<file path="config.mk">
export PLATFORM = sky130hd
export DESIGN_NAME = uart_tx_fifo_flat
export DESIGN_NICKNAME = d
export VERILOG_FILES = /design/src/rtl/uart_tx_fifo_if.sv /design/src/rtl/uart_tx_fifo.sv /design/src/flat_wrapper.sv
export SDC_FILE = /design/constraint.sdc
export NUM_CORES = 1
export LEC_CHECK = 0
export CORE_MARGIN = 2
export CORE_UTILIZATION = 55
export CTS_CLUSTER_DIAMETER = 120
export DETAILED_ROUTE_END_ITERATION = 10
export HOLD_SLACK_MARGIN = 0.1
export PLACE_DENSITY_LB_ADDON = 0.3
export SYNTH_ARGS = -nofsm -noshare
export SYNTH_HDL_FRONTEND = slang
export SYNTH_SLANG_ARGS = --single-unit
</file>
<file path="constraint.sdc">
create_clock -name clk -period 6.02 [get_ports clk]
set_input_delay 0.602 -clock clk [delete_from_list [all_inputs] [get_ports clk]]
set_output_delay 0.602 -clock clk [all_outputs]
set_load 0.05 [all_outputs]
</file>
<file path="src/rtl/uart_tx_fifo_if.sv">
// Bus-side write port and status of the buffered UART transmitter.
// The CPU bus is the master and the transmitter is the slave.
interface uart_tx_fifo_if #(
  parameter int CNT_W = 5
);
  logic             in_valid;
  logic [7:0]       in_data;
  logic             in_ready;
  logic             clr_overrun;
  logic             overrun;
  logic [CNT_W-1:0] fifo_count;
  logic             busy;

  modport master (
    output in_valid, in_data, clr_overrun,
    input  in_ready, overrun, fifo_count, busy
  );

  modport slave (
    input  in_valid, in_data, clr_overrun,
    output in_ready, overrun, fifo_count, busy
  );
endinterface

</file>
<file path="src/rtl/uart_tx_fifo.sv">
// Buffered 8N1 UART transmitter: bus writes fill a byte FIFO that a serializer
// drains LSB-first onto uart_tx at CLKS_PER_BIT clocks per bit.
module uart_tx_fifo #(
  parameter int CLKS_PER_BIT = 868,
  parameter int FIFO_DEPTH   = 16,
  parameter int CNT_W        = 5
) (
  input  logic           clk,
  input  logic           rst,
  uart_tx_fifo_if.slave  bus,
  output logic           uart_tx
);

  localparam int               PTR_W     = $clog2(FIFO_DEPTH);
  localparam logic [CNT_W-1:0] FULL_CNT  = CNT_W'(FIFO_DEPTH);
  localparam logic [15:0]      BAUD_LAST = 16'(CLKS_PER_BIT - 1);

  localparam logic [1:0] IDLE  = 2'd0;
  localparam logic [1:0] START = 2'd1;
  localparam logic [1:0] DATA  = 2'd2;
  localparam logic [1:0] STOP  = 2'd3;

  logic [7:0]       mem [FIFO_DEPTH];
  logic [PTR_W-1:0] wr_ptr, rd_ptr;
  logic [CNT_W-1:0] count, count_n;
  logic             in_ready_q, overrun_q, busy_q;
  logic [1:0]       state, state_n;
  logic [15:0]      baud, baud_n;
  logic [2:0]       bit_idx, bit_n;
  logic [7:0]       shifter, shift_n;
  logic             tx_q, tx_n;
  logic             wr, pop, fifo_nonempty, bit_done;

  assign fifo_nonempty = (count != '0);
  assign bit_done      = (baud == BAUD_LAST);
  assign wr            = bus.in_valid & in_ready_q;

  assign count_n = count + {{(CNT_W-1){1'b0}}, wr} - {{(CNT_W-1){1'b0}}, pop};

  // Popping only looks at the registered count, so a byte written into an
  // empty FIFO leaves on the following edge; tx_n is the next line value.
  always_comb begin
    state_n = state;
    baud_n  = baud;
    bit_n   = bit_idx;
    shift_n = shifter;
    tx_n    = tx_q;
    pop     = 1'b0;
    case (state)
      IDLE: begin
        tx_n = 1'b1;
        if (fifo_nonempty) begin
          pop     = 1'b1;
          shift_n = mem[rd_ptr];
          state_n = START;
          tx_n    = 1'b0;
          baud_n  = '0;
        end
      end
      START: begin
        if (bit_done) begin
          baud_n  = '0;
          bit_n   = '0;
          state_n = DATA;
          tx_n    = shifter[0];
        end else begin
          baud_n = baud + 16'd1;
        end
      end
      DATA: begin
        if (bit_done) begin
          baud_n = '0;
          if (bit_idx == 3'd7) begin
            state_n = STOP;
            tx_n    = 1'b1;
          end else begin
            bit_n   = bit_idx + 3'd1;
            shift_n = {1'b0, shifter[7:1]};
            tx_n    = shifter[1];
          end
        end else begin
          baud_n = baud + 16'd1;
        end
      end
      STOP: begin
        if (bit_done) begin
          baud_n = '0;
          if (fifo_nonempty) begin
            pop     = 1'b1;
            shift_n = mem[rd_ptr];
            state_n = START;
            tx_n    = 1'b0;
          end else begin
            state_n = IDLE;
          end
        end else begin
          baud_n = baud + 16'd1;
        end
      end
      default: begin
        state_n = IDLE;
        baud_n  = '0;
        tx_n    = 1'b1;
      end
    endcase
  end

  always_ff @(posedge clk) begin
    if (wr) mem[wr_ptr] <= bus.in_data;
  end

  // in_ready and busy are registered from next-state values so they always
  // agree with the fifo_count and state registers they describe.
  always_ff @(posedge clk or posedge rst) begin
    if (rst) begin
      state      <= IDLE;
      baud       <= '0;
      bit_idx    <= '0;
      shifter    <= '0;
      tx_q       <= 1'b1;
      count      <= '0;
      wr_ptr     <= '0;
      rd_ptr     <= '0;
      in_ready_q <= 1'b1;
      overrun_q  <= 1'b0;
      busy_q     <= 1'b0;
    end else begin
      state      <= state_n;
      baud       <= baud_n;
      bit_idx    <= bit_n;
      shifter    <= shift_n;
      tx_q       <= tx_n;
      count      <= count_n;
      in_ready_q <= (count_n != FULL_CNT);
      busy_q     <= (state_n != IDLE) | (count_n != '0);
      if (wr)  wr_ptr <= wr_ptr + PTR_W'(1);
      if (pop) rd_ptr <= rd_ptr + PTR_W'(1);
      if (bus.in_valid & ~in_ready_q) overrun_q <= 1'b1;
      else if (bus.clr_overrun)       overrun_q <= 1'b0;
    end
  end

  assign bus.in_ready   = in_ready_q;
  assign bus.overrun    = overrun_q;
  assign bus.fifo_count = count;
  assign bus.busy       = busy_q;
  assign uart_tx        = tx_q;

endmodule

</file>
<file path="src/flat_wrapper.sv">
// flat-port wrapper written by rule: the top's interface ports become plain ports
module uart_tx_fifo_flat 
#(
  parameter int CLKS_PER_BIT = 868,
  parameter int FIFO_DEPTH   = 16,
  parameter int CNT_W        = 5
)
  (clk, rst, uart_tx, bus_in_valid, bus_in_data, bus_clr_overrun, bus_in_ready, bus_overrun, bus_fifo_count, bus_busy);
  uart_tx_fifo_if #(.CNT_W(CNT_W)) bus_i ();
  input  logic clk;
  input  logic rst;
  output logic uart_tx;
  input wire logic [$bits(bus_i.in_valid)-1:0] bus_in_valid;
  input wire logic [$bits(bus_i.in_data)-1:0] bus_in_data;
  input wire logic [$bits(bus_i.clr_overrun)-1:0] bus_clr_overrun;
  output wire logic [$bits(bus_i.in_ready)-1:0] bus_in_ready;
  output wire logic [$bits(bus_i.overrun)-1:0] bus_overrun;
  output wire logic [$bits(bus_i.fifo_count)-1:0] bus_fifo_count;
  output wire logic [$bits(bus_i.busy)-1:0] bus_busy;
  assign bus_i.in_valid = bus_in_valid;
  assign bus_i.in_data = bus_in_data;
  assign bus_i.clr_overrun = bus_clr_overrun;
  assign bus_in_ready = bus_i.in_ready;
  assign bus_overrun = bus_i.overrun;
  assign bus_fifo_count = bus_i.fifo_count;
  assign bus_busy = bus_i.busy;
  uart_tx_fifo #(.CLKS_PER_BIT(CLKS_PER_BIT), .FIFO_DEPTH(FIFO_DEPTH), .CNT_W(CNT_W)) u_core (.clk(clk), .rst(rst), .bus(bus_i), .uart_tx(uart_tx));
endmodule
</file>
==> report_table.html, run 1 <==
<table>
<tr><th>Metric</th><th>Value</th></tr>
<tr><th colspan="2">STA</th></tr>
<tr><td>Worst max-slew margin expressed relative to the limit</td><td>between 30% and 40%</td></tr>
<tr><td>Setup TNS after final layout</td><td>0 ns</td></tr>
<tr><td>Period minus WS final</td><td>3.723 ns</td></tr>
<tr><td>Setup Viol. Count Final</td><td>0</td></tr>
<tr><td>PnR worst setup slack</td><td>around 2.3 ns</td></tr>
<tr><td>Share of the clock period used by the worst path after layout</td><td>61.84%</td></tr>
<tr><td>Slew at the pin with the worst max-slew slack</td><td>between 0.9 and 1 ns</td></tr>
<tr><td>Unrepaired setup endpoints after global routing</td><td>no</td></tr>
<tr><td>Worst clock skew</td><td>0.01248 ns</td></tr>
<tr><td>Max-slew violation count</td><td>0</td></tr>
<tr><td>Final hold violation count</td><td>0</td></tr>
<tr><td>Maximum frequency from static timing analysis</td><td>between 200 and 300 MHz</td></tr>
<tr><th colspan="2">Die</th></tr>
<tr><td>Top-Level Pins</td><td>21</td></tr>
<tr><td>Total number of placement rows</td><td>42</td></tr>
<tr><td>Height of the die</td><td>about 120 µm</td></tr>
<tr><td>Die outline area</td><td>~15000 µm²</td></tr>
<tr><td>Die span in x</td><td>between 100 and 150 µm</td></tr>
<tr><td>Initial Util</td><td>56.72%</td></tr>
<tr><td>Standard cell core area</td><td>around 13000 µm²</td></tr>
<tr><th colspan="2">Synthesis</th></tr>
<tr><td>Adder-cell area share of the yosys netlist</td><td>approximately 3.4%</td></tr>
<tr><td>Sequential area share after synthesis</td><td>between 60% and 70%</td></tr>
<tr><td>Number of cells produced by synthesis</td><td>between 500 and 600</td></tr>
<tr><td>Share of flip-flops with an asynchronous set or reset</td><td>a little over a quarter</td></tr>
<tr><td>Synth Net Count</td><td>539</td></tr>
<tr><td>Compound-Gate Fraction of Synth Area</td><td>8.081%</td></tr>
<tr><td>Synthesized flop and latch total</td><td>around 170</td></tr>
<tr><td>Multiplexer area fraction after synthesis</td><td>about a tenth</td></tr>
<tr><td>Post-synthesis xor/xnor area fraction</td><td>1.735%</td></tr>
<tr><td>Combinational family with the most area after synthesis</td><td>multiplexers</td></tr>
<tr><td>Simple-gate share of the synthesized area</td><td>a little over 8%</td></tr>
<tr><td>EDFF count, synth</td><td>128</td></tr>
<tr><td>Top flip-flop cell by instance count after synthesis</td><td>edfxtp_1</td></tr>
<tr><td>Mean instance size in the synthesized netlist</td><td>14.93 µm²</td></tr>
<tr><td>Number of warnings issued by yosys</td><td>0</td></tr>
<tr><td>Area of the mapped netlist</td><td>roughly 7600 µm²</td></tr>
<tr><td>Count of distinct cell types in the synthesized netlist</td><td>58</td></tr>
<tr><th colspan="2">CTS</th></tr>
<tr><td>Cts bufs inserted</td><td>17</td></tr>
<tr><td>Post-CTS Setup Repair Bufs</td><td>0</td></tr>
<tr><td>Clock Latency Late Sink</td><td>around 0.43 ns</td></tr>
<tr><td>Clock-pin slew of the registers on the worst-case setup and hold paths</td><td>approximately 0.07 ns</td></tr>
<tr><td>CTS Root Cell</td><td>clkbuf_16</td></tr>
<tr><td>CTS Buffer Depth</td><td>2</td></tr>
<tr><td>Count of cells resized by post-cts repair</td><td>0</td></tr>
<tr><td>CTS tree</td><td>done</td></tr>
<tr><td>Number of H-tree levels</td><td>4</td></tr>
<tr><td>Clock Sink Count</td><td>around 170</td></tr>
<tr><td># hold bufs at CTS</td><td>0</td></tr>
<tr><th colspan="2">Placement</th></tr>
<tr><td># port buffers</td><td>20</td></tr>
<tr><td>Hpwl dp</td><td>between 9000 and 10000 µm</td></tr>
<tr><td>DP Worst Slack</td><td>2.343 ns</td></tr>
<tr><td>RePlAce Congestion</td><td>~0.90</td></tr>
<tr><th colspan="2">Route</th></tr>
<tr><td>DRT Pass-1 Iters</td><td>5</td></tr>
<tr><td>Via-to-Cell Ratio</td><td>around 6.0</td></tr>
<tr><td>Number of nets with antenna violations after detailed routing</td><td>0</td></tr>
<tr><td>Post-detailed-route wirelength per cell</td><td>about 21 µm</td></tr>
<tr><td>DRC errors left</td><td>0</td></tr>
<tr><td>Total wire length after detailed routing</td><td>14800 µm</td></tr>
<tr><td>Met1 WL</td><td>approximately 6600 µm</td></tr>
<tr><td>DRT iter0 DRCs</td><td>approximately 300</td></tr>
<tr><td>Wire length on met3</td><td>about 590 µm</td></tr>
<tr><td>Highest routed metal layer</td><td>met4</td></tr>
<tr><td>Routed via count</td><td>approximately 4.3k</td></tr>
<tr><td>DR WL met2</td><td>7306 µm</td></tr>
<tr><th colspan="2">Cells and area</th></tr>
<tr><td>Post-Route Utilization</td><td>a little under two thirds</td></tr>
<tr><td>Antenna Cells</td><td>0</td></tr>
<tr><td>Leading cell type in the layout, fill and taps excluded</td><td>edfxtp_1</td></tr>
<tr><td>Most frequent cells in the layout</td><td>edfxtp_1 (128), dfrtp_1 (43), nand2_1 (33), mux2i_1 (30)</td></tr>
<tr><td>Area added between synthesis and finish</td><td>12.18%</td></tr>
<tr><td>Number of inserted filler cells in the final layout</td><td>around 950</td></tr>
<tr><td>Proportion of layout cells with a drive suffix above 1</td><td>roughly 13%</td></tr>
<tr><td>Nets</td><td>~560</td></tr>
<tr><th colspan="2">Setup path</th></tr>
<tr><td>Cells traversed along the worst timing path</td><td>ha_1, and4b_1, and4_2, a21oi_1, nor3_1, ha_1, inv_1, ha_1, inv_1, fa_1, inv_1, a21oi_1, o21bai_1, xnor2_1, or4_1</td></tr>
<tr><td>Type of destination of the critical path</td><td>flip-flop</td></tr>
<tr><td>Critical path's slowest cell</td><td>or4_1</td></tr>
<tr><td>Sum of buffers and inverters on the critical path</td><td>3</td></tr>
<tr><td>Largest fanout on the critical path</td><td>5</td></tr>
<tr><td>Type of the worst setup path</td><td>reg2reg</td></tr>
<tr><td>Category of the worst setup path launch point</td><td>flip-flop</td></tr>
<tr><td>Top delay family on crit path</td><td>simple AND/OR/NAND/NOR gates</td></tr>
<tr><td>Critical path data arrival time</td><td>approximately 4 ns</td></tr>
<tr><td>Data required, critical path</td><td>roughly 6.3 ns</td></tr>
<tr><td>CP max stage delay</td><td>about 0.50 ns</td></tr>
<tr><th colspan="2">Hold path</th></tr>
<tr><td>Type of the worst min-delay path</td><td>reg2reg</td></tr>
<tr><th colspan="2">GRT</th></tr>
<tr><td>Pin count of the biggest net entering global routing</td><td>47</td></tr>
<tr><td>First-pass GRT wire length</td><td>approximately 23000 µm</td></tr>
<tr><td>Remaining global-route overflow</td><td>0</td></tr>
<tr><td>Number of antenna violations at the first check in global routing</td><td>0</td></tr>
<tr><td>GRT Total Usage</td><td>between 20% and 30%</td></tr>
<tr><td>Vias in the first global route</td><td>around 4.4k</td></tr>
<tr><th colspan="2">Flow run</th></tr>
<tr><td>Number of maximum-capacitance constraint violations</td><td>0</td></tr>
<tr><th colspan="2">Power and ir drop</th></tr>
<tr><td>Total power density per cell area</td><td>approximately 360 nW/µm²</td></tr>
<tr><td>Leakage dissipation</td><td>between 0.003 and 0.004 µW</td></tr>
<tr><td>Highest ir drop seen on vdd</td><td>0.2822 mV</td></tr>
<tr><th colspan="2">Status</th></tr>
<tr><td>Result of the run</td><td>finished, final reports clean</td></tr>
</table>
## flip-flops by register name, indices dropped and copies added, names as in the netlist, 2 cells and up
name                   cells
u_core.wr_ptr              4
u_core.mem               128
u_core.state               2
u_core.bit_idx             3
u_core.baud               16
u_core.bus.fifo_count      5
u_core.rd_ptr              4
u_core.shifter             8
## worst register-to-register path: cells and delay by family, from the launching register on
family	cells	cell delay, ns
AND/OR/NAND/NOR	4	1.43
adder cells (fa/ha/maj)	4	1.14
flip-flops	1	0.40
AO/OA/AOI/OAI	3	0.34
buffers and inverters	3	0.19
XOR/XNOR	1	0.12
## layer usage
metal / up-vias / global-route usage, %
met4: 0 / 8.046
met2: 112 / 33.74
met1: 2207 / 29.86
li1: 1994 / -
met3: 23 / 5.169
met5: - / 0
## power breakdown
part	internal (µW)	switching (µW)	total [µW]
Combinational	183	327	510
Sequential	1430	66.6	1500
Clock	583	483	1070
Total	2200	877	3070
## cell usage after synthesis (3+ instances only)
library cell | count | area [µm²]
o21ai_0 | 22 | 110.1
buf_2 | 5 | 25.02
dfrtp_1 | 44 | 1101
or3_1 | 3 | 18.77
nand2_1 | 33 | 123.9
o211ai_1 | 12 | 90.09
a221oi_1 | 3 | 26.28
inv_1 | 23 | 86.33
a21o_1 | 3 | 22.52
nor3_1 | 7 | 35.03
and3_1 | 7 | 43.79
nor2_1 | 11 | 41.29
a211oi_1 | 3 | 22.52
edfxtp_1 | 128 | 3844
and2_1 | 15 | 93.84
nand3_1 | 11 | 55.05
mux4_2 | 17 | 382.9
clkbuf_1 | 11 | 41.29
a22o_1 | 10 | 87.58
ha_1 | 19 | 237.7
mux2i_1 | 30 | 300.3
xor2_1 | 6 | 52.55
xnor2_1 | 9 | 78.83
a21oi_1 | 9 | 45.04
mux2_2 | 8 | 90.09
nor2b_1 | 3 | 18.77
a22oi_1 | 15 | 112.6
## cell type report
type	instances	area (µm²)	share of cell area (%)
flip-flops and latches	174	4999	58.85
multi-input cells	290	2390	28.14
clock buffers	17	425.4	5.009
repair buffers	23	222.7	2.622
well taps	176	220.2	2.593
clock inverters	15	150.1	1.768
inverters	23	86.33	1.016
## through the flow
step	cell area [µm²]	hold WS [ns]	cells	total power [µW]
2_1_floorplan	7571	0.4664	507	1846
3_3_place_gp	7918	0.4857	686	2005
3_5_place_dp	7918	0.4957	686	2032
4_1_cts	8493	0.5100	718	3088
5_1_grt	8493	0.5264	718	3192
6_report	8493	0.5161	718	3072
## final timing paths
path | to | cells after the start | start | slack (ns)
min in group asynchronous | u_core.state[1] | 2 | rst | 0.72
max reg2reg | u_core.bus.busy | 15 | u_core.baud[0] | 2.30
max | u_core.bus.busy | 15 | u_core.baud[0] | 2.30
min reg2reg | u_core.shifter[2] | 1 | u_core.shifter[2] | 0.52
max in group asynchronous | u_core.rd_ptr[0] | 2 | rst | 4.65
min | u_core.shifter[2] | 1 | u_core.shifter[2] | 0.52
## cell families (layout without fill, tap and decap cells)
kind of cell,Yosys count,in the layout
flip-flops,174,174
AND/OR/NAND/NOR,112,112
buffers and inverters,43,78
adder cells (fa/ha/maj),20,20
XOR/XNOR,15,15
multiplexers,55,55
AO/OA/AOI/OAI,88,88
Note: power is estimated with default switching activity, not from simulation.
==> run 2, diff against run 1 <==
==> constraint.sdc (replaced) <==
create_clock -name clk -period 3.1 [get_ports clk]
set_input_delay 0.31 -clock clk [delete_from_list [all_inputs] [get_ports clk]]
set_output_delay 0.31 -clock clk [all_outputs]
set_load 0.05 [all_outputs]
==> run 2 against run 1 <==
Effect of this change: register-to-register slack got worse by 2.2 ns; sequential power is 94% higher; critical path type unchanged; sequential share of layout area fell by 1.9 points; largest cell class unchanged; highest routed layer unchanged; wire length up 1.6%.
==> report_table.html, run 2 (synthesized netlist as in run 1, its figures left out) <==
<table>
<tr><th>Metric</th><th>Value</th></tr>
<tr><th colspan="2">STA</th></tr>
<tr><td>Worst clock skew</td><td>0.006407 ns (-0.006076 ns)</td></tr>
<tr><td>Maximum frequency from static timing analysis</td><td>330.7 MHz (+23%)</td></tr>
<tr><td>Period minus WS final</td><td>3.024 ns (-0.6993 ns)</td></tr>
<tr><td>Worst max-slew margin expressed relative to the limit</td><td>36.96% (+1.7 points)</td></tr>
<tr><td>Setup Viol. Count Final</td><td>0 (unchanged)</td></tr>
<tr><td>Worst hold margin</td><td>0.4244 ns (-0.09172 ns)</td></tr>
<tr><td>Share of the clock period used by the worst path after layout</td><td>97.54% (+36 points)</td></tr>
<tr><td>Slew at the pin with the worst max-slew slack</td><td>0.9443 ns (-0.02485 ns)</td></tr>
<tr><td>Max-slew violation count</td><td>0 (unchanged)</td></tr>
<tr><td>Unrepaired setup endpoints after global routing</td><td>yes</td></tr>
<tr><td>Final hold violation count</td><td>0 (unchanged)</td></tr>
<tr><th colspan="2">Route</th></tr>
<tr><td>Number of nets with antenna violations after detailed routing</td><td>0 (unchanged)</td></tr>
<tr><td>Total wire length after detailed routing</td><td>15040 µm (+1.6%)</td></tr>
<tr><td>DRT iter0 DRCs</td><td>420 (+41%)</td></tr>
<tr><td>DRC errors left</td><td>0 (unchanged)</td></tr>
<tr><td>Post-detailed-route wirelength per cell</td><td>20.13 µm (-2.3%)</td></tr>
<tr><td>Via-to-Cell Ratio</td><td>5.854 (-3.1%)</td></tr>
<tr><td>Routed via count</td><td>4373 (+0.85%)</td></tr>
<tr><td>DRT Pass-1 Iters</td><td>5 (unchanged)</td></tr>
<tr><th colspan="2">Setup path</th></tr>
<tr><td>Type of the worst setup path</td><td>reg2reg</td></tr>
<tr><td>Type of destination of the critical path</td><td>flip-flop</td></tr>
<tr><td>Critical path data arrival time</td><td>3.32 ns (-0.70 ns)</td></tr>
<tr><td>Largest fanout on the critical path</td><td>2 (-3)</td></tr>
<tr><td>Category of the worst setup path launch point</td><td>flip-flop</td></tr>
<tr><td>Data required, critical path</td><td>3.39 ns (-2.93 ns)</td></tr>
<tr><th colspan="2">Die</th></tr>
<tr><td>Height of the die</td><td>121.3 µm (unchanged)</td></tr>
<tr><td>Standard cell core area</td><td>13350 µm² (unchanged)</td></tr>
<tr><td>Die outline area</td><td>14720 µm² (unchanged)</td></tr>
<tr><td>Total number of placement rows</td><td>42 (unchanged)</td></tr>
<tr><td>Top-Level Pins</td><td>21 (unchanged)</td></tr>
<tr><td>Die span in x</td><td>121.3 µm (unchanged)</td></tr>
<tr><td>Initial Util</td><td>56.72% (unchanged)</td></tr>
<tr><th colspan="2">Cells and area</th></tr>
<tr><td>Nets</td><td>592 (+5.5%)</td></tr>
<tr><td>Antenna Cells</td><td>0 (unchanged)</td></tr>
<tr><td>Largest register by flop count</td><td>u_core.mem</td></tr>
<tr><td>Proportion of layout cells with a drive suffix above 1</td><td>18.21% (+4.7 points)</td></tr>
<tr><td>Area added between synthesis and finish</td><td>15.93%</td></tr>
<tr><td>Largest registers ranked by flip-flop count</td><td>u_core.mem x128, u_core.baud x16, u_core.shifter x8</td></tr>
<tr><td>Max reg flops</td><td>128 (unchanged)</td></tr>
<tr><td>Leading cell type in the layout, fill and taps excluded</td><td>edfxtp_1</td></tr>
<tr><td>Most frequent cells in the layout</td><td>edfxtp_1 (128), dfrtp_1 (41), nand2_1 (33), buf_4 (33), mux2i_1 (30)</td></tr>
<tr><td>Finished Cell Area</td><td>8777 µm² (+3.3%)</td></tr>
<tr><th colspan="2">Power and ir drop</th></tr>
<tr><td>Logic pwr share</td><td>17.9% (+1.3 points)</td></tr>
<tr><td>Clock Power Share</td><td>33.8% (-0.9 points)</td></tr>
<tr><td>Sw Share</td><td>26.27% (-2.3 points)</td></tr>
<tr><td>Proportion of power drawn by flip-flops and latches</td><td>48.3% (-0.4 points)</td></tr>
<tr><td>Switching pwr</td><td>1585 µW (+81%)</td></tr>
<tr><td>Leakage dissipation</td><td>0.003365 µW (+5.3%)</td></tr>
<tr><td>Highest ir drop seen on vdd</td><td>0.5945 mV (+110%)</td></tr>
<tr><td>Total power density per cell area</td><td>687.2 nW/µm² (+90%)</td></tr>
<tr><td>Total internal power</td><td>4447 µW (+100%)</td></tr>
<tr><th colspan="2">Placement</th></tr>
<tr><td>RePlAce Congestion</td><td>0.8122 (-9.4%)</td></tr>
<tr><td>Hpwl dp</td><td>10250 µm (+4.4%)</td></tr>
<tr><td>Area of placed instances</td><td>8190 µm² (+3.4%)</td></tr>
<tr><td># port buffers</td><td>20 (unchanged)</td></tr>
<tr><th colspan="2">CTS</th></tr>
<tr><td>Number of H-tree levels</td><td>4 (unchanged)</td></tr>
<tr><td>CTS tree</td><td>done</td></tr>
<tr><td>Clock-pin slew of the registers on the worst-case setup and hold paths</td><td>0.06 ns (about the same)</td></tr>
<tr><td>Cts bufs inserted</td><td>17 (unchanged)</td></tr>
<tr><td>Clock Latency Late Sink</td><td>0.42 ns (about the same)</td></tr>
<tr><td>Clock Sink Count</td><td>174 (unchanged)</td></tr>
<tr><td>CTS Buffer Depth</td><td>2 (unchanged)</td></tr>
<tr><td>CTS Root Cell</td><td>clkbuf_16</td></tr>
<tr><th colspan="2">Status</th></tr>
<tr><td>Result of the run</td><td>finished, final reports clean</td></tr>
<tr><th colspan="2">GRT</th></tr>
<tr><td>Number of antenna violations at the first check in global routing</td><td>0 (unchanged)</td></tr>
<tr><td>Vias in the first global route</td><td>4427 (+1.6%)</td></tr>
<tr><td>Remaining global-route overflow</td><td>0 (unchanged)</td></tr>
<tr><td>GRT Total Usage</td><td>21.92% (+0.29 points)</td></tr>
<tr><td>Pin count of the biggest net entering global routing</td><td>47 (unchanged)</td></tr>
<tr><td>First-pass GRT wire length</td><td>23830 µm (+1.8%)</td></tr>
<tr><th colspan="2">Hold path</th></tr>
<tr><td>Type of the worst min-delay path</td><td>in2async</td></tr>
<tr><th colspan="2">Flow run</th></tr>
<tr><td>Number of maximum-capacitance constraint violations</td><td>0 (unchanged)</td></tr>
</table>
## run 2: cell count changes in the layout (fill, tap and decap cells not counted), sizes merged
cell	change
clkbuf	+3
bufinv	+2
clkinv	+5
inv	-8
buf	+31
clkinvlp	-4
## run 2: area by class of cell
cell class	count	area, µm²
clock buffer	20	436.7
multi-input combinational	290	2442
inverter	23	86.33
sequential	174	5001
fill	959	4571
clock inverter	10	122.6
timing repair buffer	54	467.9
tap	176	220.2
## run 2: power groups by stage
stage | clock (µW) | sequential [µW] | combinational, µW
2_1_floorplan | 0 | 3090 | 519
3_3_place_gp | 0 | 2940 | 1040
3_5_place_dp | 0 | 2960 | 1080
4_1_cts | 2060 | 2910 | 1080
5_1_grt | 2150 | 2940 | 1170
6_report | 2040 | 2910 | 1080
## run 2: metrics by stage
stage	setup TNS [ns]	cells	setup WS (ns)	power, µW	utilization [%]
floorplan	-0.03773	507	-0.03773	3606	-
global placement	0	715	0.01533	3987	61.36
detailed placement	-0.05412	715	-0.05412	4039	61.36
CTS	0	747	0.05190	6058	65.66
global route	-0.05847	747	-0.05847	6257	65.76
finish	0	747	0.07633	6031	65.76
## run 2: timing repair
action / CTS / global route
setup buffers: 2 / 0
pin swaps: 5 / 0
hold buffers: 0 / 0
resized for setup: 0 / 2
endpoints found under the setup margin: 1 / 1
## run 2: layer usage
metal	vias to the layer above	GRT usage (%)	routed length, µm
met1	2210	29.01	6449
met5	-	0	0
met3	21	4.652	594
met2	95	36.52	7738
met4	0	7.184	256
li1	2047	-	-
## run 2: final timing paths
| path | cells after the start | slack, ns | start | to |
|---|---|---|---|---|
| hold / removal | 2 | 0.42 | rst | u_core.bus.busy |
| setup reg to reg | 15 | 0.08 | u_core.baud[1] | u_core.bus.busy |
| setup / recovery | 15 | 0.08 | u_core.baud[1] | u_core.bus.busy |
| max in group asynchronous | 2 | 2.03 | rst | u_core.bus.fifo_count[2] |
| hold reg to reg | 1 | 0.51 | u_core.shifter[6] | u_core.shifter[6] |
| min in group clk | 2 | 0.47 | bus_clr_overrun | u_core.bus.overrun |
## run 2: critical path, stage by stage, from the launching register on
cell and delay, ns:
dfrtp_1 0.36, ha_2 0.18, and4b_1 0.21, and4_4 0.25, a21oi_4 0.07, nor3_4 0.12, ha_1 0.24, inv_1 0.06
ha_2 0.17, inv_2 0.04, fa_2 0.36, inv_1 0.06, a21oi_1 0.05, o21bai_1 0.16, xnor2_1 0.10, or4_1 0.46
==> run 3, diff against run 2 <==
--- a/config.mk
+++ b/config.mk
@@ -11,6 +11,7 @@
 export DETAILED_ROUTE_END_ITERATION = 10
 export HOLD_SLACK_MARGIN = 0.1
 export PLACE_DENSITY_LB_ADDON = 0.3
+export SKIP_CTS_REPAIR_TIMING = 1
 export SYNTH_ARGS = -nofsm -noshare
 export SYNTH_HDL_FRONTEND = slang
 export SYNTH_SLANG_ARGS = --single-unit
==> run 3 against run 2 <==
Effect of this change: global-route usage hardly changed; sequential share of layout area is 0.073 points lower; non-clock buffer count stayed put; critical path depth stayed put; via count is 0.32% higher; highest routed layer unchanged; die area stayed put; fmax is 1.2% lower; largest cell class unchanged; worst setup slack worse by 0.036 ns.
==> report_table.html, run 3 (synthesized netlist as in run 1, its figures left out) <==
<table>
<tr><th>Metric</th><th>Value</th></tr>
<tr><th colspan="2">Route</th></tr>
<tr><td>Total wire length after detailed routing</td><td>15050 µm (about the same)</td></tr>
<tr><td>DRT iter0 DRCs</td><td>325 (-23%)</td></tr>
<tr><td>Routed via count</td><td>4387 (+0.32%)</td></tr>
<tr><td>DRC errors left</td><td>0 (unchanged)</td></tr>
<tr><td>Post-detailed-route wirelength per cell</td><td>20.15 µm (about the same)</td></tr>
<tr><td>Via-to-Cell Ratio</td><td>5.873 (+0.32%)</td></tr>
<tr><td>DRT Pass-1 Iters</td><td>5 (unchanged)</td></tr>
<tr><td>Number of nets with antenna violations after detailed routing</td><td>0 (unchanged)</td></tr>
<tr><th colspan="2">Placement</th></tr>
<tr><td>RePlAce Congestion</td><td>0.8122 (unchanged)</td></tr>
<tr><td># port buffers</td><td>20 (unchanged)</td></tr>
<tr><td>Hpwl dp</td><td>10250 µm (unchanged)</td></tr>
<tr><td>Area of placed instances</td><td>8190 µm² (unchanged)</td></tr>
<tr><td>DP Worst Slack</td><td>-0.05412 ns (unchanged)</td></tr>
<tr><td>Placed Instances</td><td>715 (unchanged)</td></tr>
<tr><th colspan="2">Setup path</th></tr>
<tr><td>Type of destination of the critical path</td><td>flip-flop</td></tr>
<tr><td>Type of the worst setup path</td><td>reg2reg</td></tr>
<tr><td>Data required, critical path</td><td>3.40 ns (about the same)</td></tr>
<tr><td>Largest fanout on the critical path</td><td>2 (unchanged)</td></tr>
<tr><td>Category of the worst setup path launch point</td><td>flip-flop</td></tr>
<tr><td>Critical path data arrival time</td><td>3.36 ns (+0.04 ns)</td></tr>
<tr><th colspan="2">Cells and area</th></tr>
<tr><td>Most frequent cells in the layout</td><td>edfxtp_1 (128), dfrtp_1 (41), nand2_1 (33), buf_4 (33), mux2i_1 (30)</td></tr>
<tr><td>Area added between synthesis and finish</td><td>16.08%</td></tr>
<tr><td>Largest register by flop count</td><td>u_core.mem</td></tr>
<tr><td>Post-Route Utilization</td><td>65.84% (+0.084 points)</td></tr>
<tr><td>Antenna Cells</td><td>0 (unchanged)</td></tr>
<tr><td>Proportion of layout cells with a drive suffix above 1</td><td>18.74% (+0.53 points)</td></tr>
<tr><td>Max reg flops</td><td>128 (unchanged)</td></tr>
<tr><td>Largest registers ranked by flip-flop count</td><td>u_core.mem x128, u_core.baud x16, u_core.shifter x8</td></tr>
<tr><td>Leading cell type in the layout, fill and taps excluded</td><td>edfxtp_1</td></tr>
<tr><td>Finished Cell Area</td><td>8788 µm² (+0.13%)</td></tr>
<tr><td>Nets</td><td>592 (unchanged)</td></tr>
<tr><td>Fin cells</td><td>747 (unchanged)</td></tr>
<tr><th colspan="2">STA</th></tr>
<tr><td>Slew at the pin with the worst max-slew slack</td><td>0.9426 ns (-0.001675 ns)</td></tr>
<tr><td>Final hold violation count</td><td>0 (unchanged)</td></tr>
<tr><td>PnR worst setup slack</td><td>0.04032 ns (-0.03601 ns)</td></tr>
<tr><td>Setup Viol. Count Final</td><td>0 (unchanged)</td></tr>
<tr><td>Period minus WS final</td><td>3.060 ns (+0.03601 ns)</td></tr>
<tr><td>Worst max-slew margin expressed relative to the limit</td><td>37.07% (+0.11 points)</td></tr>
<tr><td>Max-slew violation count</td><td>0 (unchanged)</td></tr>
<tr><td>Worst hold margin</td><td>0.4204 ns (-0.003983 ns)</td></tr>
<tr><td>Share of the clock period used by the worst path after layout</td><td>98.70% (+1.2 points)</td></tr>
<tr><td>Worst clock skew</td><td>0.007536 ns (+0.001129 ns)</td></tr>
<tr><td>Unrepaired setup endpoints after global routing</td><td>yes</td></tr>
<tr><td>Maximum frequency from static timing analysis</td><td>326.8 MHz (-1.2%)</td></tr>
<tr><th colspan="2">GRT</th></tr>
<tr><td>Pin count of the biggest net entering global routing</td><td>47 (unchanged)</td></tr>
<tr><td>Vias in the first global route</td><td>4419 (-0.18%)</td></tr>
<tr><td>GRT Total Usage</td><td>21.91% (about the same)</td></tr>
<tr><td>Number of antenna violations at the first check in global routing</td><td>0 (unchanged)</td></tr>
<tr><td>Remaining global-route overflow</td><td>0 (unchanged)</td></tr>
<tr><td>First-pass GRT wire length</td><td>23810 µm (about the same)</td></tr>
<tr><th colspan="2">CTS</th></tr>
<tr><td>Clock Latency Late Sink</td><td>0.42 ns (about the same)</td></tr>
<tr><td>Clock-pin slew of the registers on the worst-case setup and hold paths</td><td>0.06 ns (about the same)</td></tr>
<tr><td>Number of H-tree levels</td><td>4 (unchanged)</td></tr>
<tr><td>CTS Buffer Depth</td><td>2 (unchanged)</td></tr>
<tr><td>CTS Root Cell</td><td>clkbuf_16</td></tr>
<tr><td>Cts bufs inserted</td><td>17 (unchanged)</td></tr>
<tr><td>Clock Sink Count</td><td>174 (unchanged)</td></tr>
<tr><td>CTS tree</td><td>done</td></tr>
<tr><th colspan="2">Die</th></tr>
<tr><td>Die span in x</td><td>121.3 µm (unchanged)</td></tr>
<tr><td>Standard cell core area</td><td>13350 µm² (unchanged)</td></tr>
<tr><td>Die outline area</td><td>14720 µm² (unchanged)</td></tr>
<tr><td>Height of the die</td><td>121.3 µm (unchanged)</td></tr>
<tr><td>Total number of placement rows</td><td>42 (unchanged)</td></tr>
<tr><td>Initial Util</td><td>56.72% (unchanged)</td></tr>
<tr><td>Top-Level Pins</td><td>21 (unchanged)</td></tr>
<tr><th colspan="2">Status</th></tr>
<tr><td>Result of the run</td><td>finished, final reports clean</td></tr>
<tr><th colspan="2">Power and ir drop</th></tr>
<tr><td>Highest ir drop seen on vdd</td><td>0.5951 mV (+0.10%)</td></tr>
<tr><td>Total power density per cell area</td><td>690.1 nW/µm² (+0.43%)</td></tr>
<tr><td>Leakage dissipation</td><td>0.003366 µW (about the same)</td></tr>
<tr><th colspan="2">Hold path</th></tr>
<tr><td>Type of the worst min-delay path</td><td>in2async</td></tr>
<tr><th colspan="2">Flow run</th></tr>
<tr><td>Number of maximum-capacitance constraint violations</td><td>0 (unchanged)</td></tr>
</table>
==> run 3: final timing paths <==
path,startpoint,to,slack [ns],depth (start not counted)
max,u_core.baud[1],u_core.bus.busy,0.04,15
min,rst,u_core.bus.busy,0.42,2
max reg2reg,u_core.baud[1],u_core.bus.busy,0.04,15
min reg2reg,u_core.shifter[6],u_core.shifter[6],0.51,1
max in group asynchronous,rst,u_core.bus.fifo_count[2],2.04,2
min in group clk,bus_clr_overrun,u_core.bus.overrun,0.47,2
==> run 3: through the flow <==
stage / power (µW) / TNS [ns]
6_report: 6065 / 0
3_3_place_gp: 3987 / 0
5_1_grt: 6290 / -0.09663
2_1_floorplan: 3606 / -0.03773
4_1_cts: 6057 / -0.07245
3_5_place_dp: 4039 / -0.05412
==> run 3: critical path: stages (launching register included) <==
cell and delay (ns):
dfrtp_1 0.38, ha_2 0.19, and4b_1 0.19, and4_4 0.20, a21oi_4 0.18, nor3_4 0.05
ha_1 0.27, inv_1 0.06, ha_2 0.17, inv_2 0.04, fa_2 0.36, inv_2 0.07
a21oi_2 0.05, o21bai_1 0.16, xnor2_1 0.10, or4_1 0.46
==> run 3: layout make-up <==
| class | instances | area, µm² |
|---|---|---|
| clock inverter | 10 | 122.6 |
| clock buffer | 20 | 436.7 |
| sequential | 174 | 5001 |
| multi-input combinational | 290 | 2454 |
| timing repair buffer | 54 | 467.9 |
| tap | 176 | 220.2 |
| fill | 958 | 4559 |
| inverter | 23 | 86.33 |
==> run 3: routing by layer <==
| layer | GRT usage, % | wire length [µm] | vias to the layer above |
|---|---|---|---|
| met2 | 36.52 | 7727 | 125 |
| met1 | 28.97 | 6388 | 2194 |
| met3 | 4.652 | 665 | 23 |
| met5 | 0 | 0 | - |
| met4 | 7.184 | 270 | 0 |
| li1 | - | - | 2045 |
==> run 3: where the power goes <==
| part | switching [µW] | internal (µW) | total (µW) |
|---|---|---|---|
| clock | 795 | 1240 | 2040 |
| combinational | 677 | 437 | 1110 |
| sequential | 133 | 2780 | 2910 |
| total | 1600 | 4460 | 6060 |
